### config.mk
export PLATFORM = sky130hd
export DESIGN_NAME = quad_input_filter
export DESIGN_NICKNAME = d
export VERILOG_FILES = /design/src/rtl/quad_input_filter.sv
export SDC_FILE = /design/constraint.sdc
export NUM_CORES = 1
export LEC_CHECK = 0
export CORE_ASPECT_RATIO = 0.7
export CORE_MARGIN = 8
export CORE_UTILIZATION = 51
export DETAILED_ROUTE_END_ITERATION = 12
export PLACE_DENSITY = 0.89
export REMOVE_ABC_BUFFERS = 1
export SETUP_SLACK_MARGIN = 0.2
export SLEW_MARGIN = 0
export SYNTH_ARGS = -nofsm -noshare
export SYNTH_HDL_FRONTEND = slang
export SYNTH_SLANG_ARGS = --single-unit
### constraint.sdc
create_clock -name clk -period 2.9 [get_ports clk]
set_input_delay 0.29 -clock clk [delete_from_list [all_inputs] [get_ports clk]]
set_output_delay 0.29 -clock clk [all_outputs]
set_load 0.005 [all_outputs]
### src/rtl/quad_input_filter.sv
// Quadrature pin conditioner: two-flop synchroniser, per-channel glitch filter,
// and Gray-code transition classification with a sticky error and saturating count.
module quad_input_filter #(
    parameter int FILTER_CYCLES = 4,
    parameter int ERR_CNT_WIDTH = 16
) (
    input  logic                     clk,
    input  logic                     reset,
    input  logic                     enable,
    input  logic                     clr_err,
    input  logic                     enc_a_raw,
    input  logic                     enc_b_raw,
    output logic                     enc_a,
    output logic                     enc_b,
    output logic                     edge_valid,
    output logic                     illegal_err,
    output logic [ERR_CNT_WIDTH-1:0] err_count
);

    localparam int CW = $clog2(FILTER_CYCLES + 1);
    localparam logic [CW-1:0] CNT_LAST = CW'(FILTER_CYCLES - 1);

    // index 0 = channel A, index 1 = channel B
    logic [1:0]    s1;
    logic [1:0]    s2;
    logic [1:0]    filt;
    logic [CW-1:0] cnt [2];
    logic [1:0]    upd;

    assign enc_a = filt[0];
    assign enc_b = filt[1];

    // A channel updates on the edge where its differing level completes qualification.
    always_comb begin
        upd = 2'b00;
        for (int ch = 0; ch < 2; ch++) begin
            upd[ch] = enable && (s2[ch] != filt[ch]) && (cnt[ch] == CNT_LAST);
        end
    end

    always_ff @(posedge clk) begin
        if (!reset) begin
            s1          <= 2'b00;
            s2          <= 2'b00;
            filt        <= 2'b00;
            cnt[0]      <= '0;
            cnt[1]      <= '0;
            edge_valid  <= 1'b0;
            illegal_err <= 1'b0;
            err_count   <= '0;
        end else begin
            s1 <= {enc_b_raw, enc_a_raw};
            s2 <= s1;

            for (int ch = 0; ch < 2; ch++) begin
                if (!enable || (s2[ch] == filt[ch])) begin
                    cnt[ch] <= '0;
                end else if (upd[ch]) begin
                    cnt[ch]  <= '0;
                    filt[ch] <= s2[ch];
                end else begin
                    cnt[ch] <= cnt[ch] + CW'(1);
                end
            end

            edge_valid <= upd[0] ^ upd[1];

            // An illegal event on the same edge as a clear leaves a count of one.
            if (upd[0] && upd[1]) begin
                illegal_err <= 1'b1;
                if (clr_err) begin
                    err_count <= ERR_CNT_WIDTH'(1);
                end else if (err_count != '1) begin
                    err_count <= err_count + ERR_CNT_WIDTH'(1);
                end
            end else if (clr_err) begin
                illegal_err <= 1'b0;
                err_count   <= '0;
            end
        end
    end

endmodule
==> reports/results.ini <==
[run_status]
run_status = completed

[global_routing]
initial_antenna_violation_count = 0
wire_length_of_the_first_global_routing_pass_um = 5547
gr_overflow_total = 0
first_global_vias = 1189
grt_max_degree = 15
groute.usage.overall_pct = 15.12

[power]
max_ir_drop_vdd_v = 0.0002349
powerDensity_nw_per_um2 = 436.6
leakagePower_nw = 0.6369

[cts]
cts.htree.levels = 2
cts_setup_buffers = 0
insertion_delay_ps = 290
worst_setup_hold_path_clk_slew_ps = 70
tritoncts_buffer_count = 5
clock_sink_count = 30
tritoncts = yes
cts.path.max_buffers = 2
cts.root.buffer_cell = clkbuf_8

[route]
post_drt_via_cell_ratio = 5.556
detail-route-antenna-nets = 0
num_vias = 1250
route.detailed.wl_per_inst_um = 15.08
drtIter0Drc = 110
detail_route.wirelength_um = 3392
detailedRoute.firstPassIterationCount = 4
drc_errors = 0

[synth]
yosys.area.top_type_share_pct = 32.71
synth_enable_flop_cells = 6
muxShareOfSynthArea_pct = 0
largest_family_of_logic_cells_by_synthesized_area = simple AND/OR/NAND/NOR gates
basic_gate_share_of_the_synthesized_area_counting_and_or_nand_and_nor_cells_pct = 27.51
post_synth.cell_area_avg_um2 = 9.538
synth_seq_cells = 30
synthTopCellsByArea = dfxtp_1, edfxtp_1, ha_1
synthesis.area_um2 = 1469
synthXorXnorAreaFrac_pct = 4.174
async_flop_share_pct = 0
main_flop_type_after_synthesis = dfxtp_1
synth_compound_gate_area_share_pct = 14.40
cell_type_with_the_highest_aggregate_area_in_the_netlist = dfxtp_1
post_synth_fa_ha_maj_area_fraction_pct = 5.111
synth.distinct_cells = 45
yosysWarnings = 0
sequential_element_share_of_the_synthesized_area_pct = 44.97
synthCells = 154

[setup_path]
regToRegEndpoint = err_count[7]
startpoint_of_the_worst_slack_reg_to_reg_timing_path = cnt[0][0]
crit_fanout = 13
critical_path.startpoint_type = register
regToRegSetupSlack_ps = 390
r2r.worst_path.cells = 8
worst-endpoint-arrival_ps = 2720
cp-end-kind = register
crit_required_ps = 3110
path_class = register to register

[timing]
drv_slew = 0
final.setup.worst_slack_ps = 391.6
timing.final.crit_share_pct = 86.50
slew_headroom_pct = 60.73
rsz0062_at_grt = false
worst_pin_slew_ps = 589.1
max_freq_mhz = 398.7
hold_viol_final = 0
timing.final.setup_violations = 0
worst_clock_skew_ps = 6.338
setup_tns_ps = 0
hold_slack_ps = 435.2
period_minus_slack_ps = 2508

[floorplanning]
dieHeight_um = 60.90
fp-row-count = 16
die-width_um = 80.15
design.core.area_um2 = 2763
floorplan.die_area_um2 = 4881
start_util_pct = 53.17
ioPinCount = 26

[place]
globalplace.congestion = 0.8618
post-dp-hpwl_um = 2469
port_buffers = 25
dp_slack_ps = 120.8

[finish]
area_growth_syn_to_layout_pct = 26.41
most_common_library_cell_in_the_layout_ignoring_fill_and_taps = clkdlybuf4s50_1
antenna_cell_count = 0
layout.cells.most_common_list = clkdlybuf4s50_1, dfxtp_1, nand2_1
layout.nets = 200
final_layout_size_suffix_gt1_share_pct = 10.05
utilization_pct = 67.21

[worst_hold_path]
min_path_cells = 1
hold_path_startpoint = s1[0]
min-delay-path-class = register to register
hold_end = s2[0]

[job]
timing.max_cap.violations = 0

==> area by class of cell <==
type,instances,area (um^2)
Inverter,7,26.28
Timing Repair Buffer,26,257.7
Multi-Input combinational cell,118,777.0
Tap cell,36,45.04
Clock buffer,8,90.09
Fill cell,212,905.9
Sequential cell,30,660.6
==> per-stage QoR <==
step / power, mW / cell area, um^2 / cells
2_1_floorplan: 0.4552 / 1461 / 155
3_3_place_gp: 0.4675 / 1764 / 217
3_5_place_dp: 0.4695 / 1764 / 217
4_1_cts: 0.8153 / 1854 / 225
5_1_grt: 0.8340 / 1857 / 225
6_report: 0.8107 / 1857 / 225
==> routing by layer <==
layer	up-vias	part of all wire, %	track usage (%)
li1	627	-	-
met1	592	44	17.31
met2	23	48	24.11
met3	8	5.3	4.734
met4	0	2.1	10.05
met5	-	0	0
==> flip-flops by register name, indices dropped and copies added, names as in the netlist <==
signal / flops
s2: 2
cnt: 6
filt: 2
illegal_err: 1
edge_valid: 1
err_count: 16
s1: 2
==> critical path, stage by stage, from the launching register on <==
cell and delay (ps):
edfxtp_1 360, ha_1 160, ha_1 200, nand2_1 90, nor2_1 100, ha_2 340, nand4_2 280, or4_2 710
a21oi_1 190
==> timing repair <==
action	CTS	global route
gates resized for setup	0	1
endpoints found under the setup margin	0	2
hold buffers	0	0
==> worst max-delay path by stage <==
| stage | from | endpoint | slack (ps) | depth (start not counted) |
|---|---|---|---|---|
| final | cnt[0][0] | err_count[7] | 390 | 8 |
| after global routing | cnt[0][0] | err_count[7] | 220 | 8 |
| after CTS | cnt[0][0] | err_count[7] | 280 | 8 |
| after detailed placement | enable | err_count[7] | 120 | 7 |
| after global placement | enable | err_count[7] | 340 | 7 |
| after floorplan | cnt[1][0] | err_count[7] | 680 | 8 |
==> synthesized netlist by cell type, drive strengths merged (2+ instances only) <==
master  number
and4         2
nor2b        2
a31oi        3
xnor2        6
and3         2
edfxtp       6
nand3b       3
nor4         2
a21oi       11
nand2b       3
or4          3
o21ai        4
nor3         4
nand2       13
nand4        7
nor2        11
nand3        5
o2111a       2
inv          7
and2         5
o31ai        2
buf          3
dfxtp       24
a21boi       3
ha           6
or3          4
==> power breakdown <==
group          internal (mW)  leakage, nW  switching [mW]
clock                  0.193       0.0455           0.157
sequential             0.431        0.256         0.00246
combinational         0.0126        0.335          0.0146
total                  0.637        0.637           0.174
==> cell families (layout without fill, tap and decap cells) <==
logic type | count (synthesis) | count (layout)
AO/OA/AOI/OAI | 32 | 32
XOR/XNOR | 7 | 7
adder cells (fa/ha/maj) | 6 | 6
buffers and inverters | 11 | 41
flip-flops | 30 | 30
other | 1 | 6
AND/OR/NAND/NOR | 67 | 67
No activity file was read; power rests on OpenSTA's default activity.
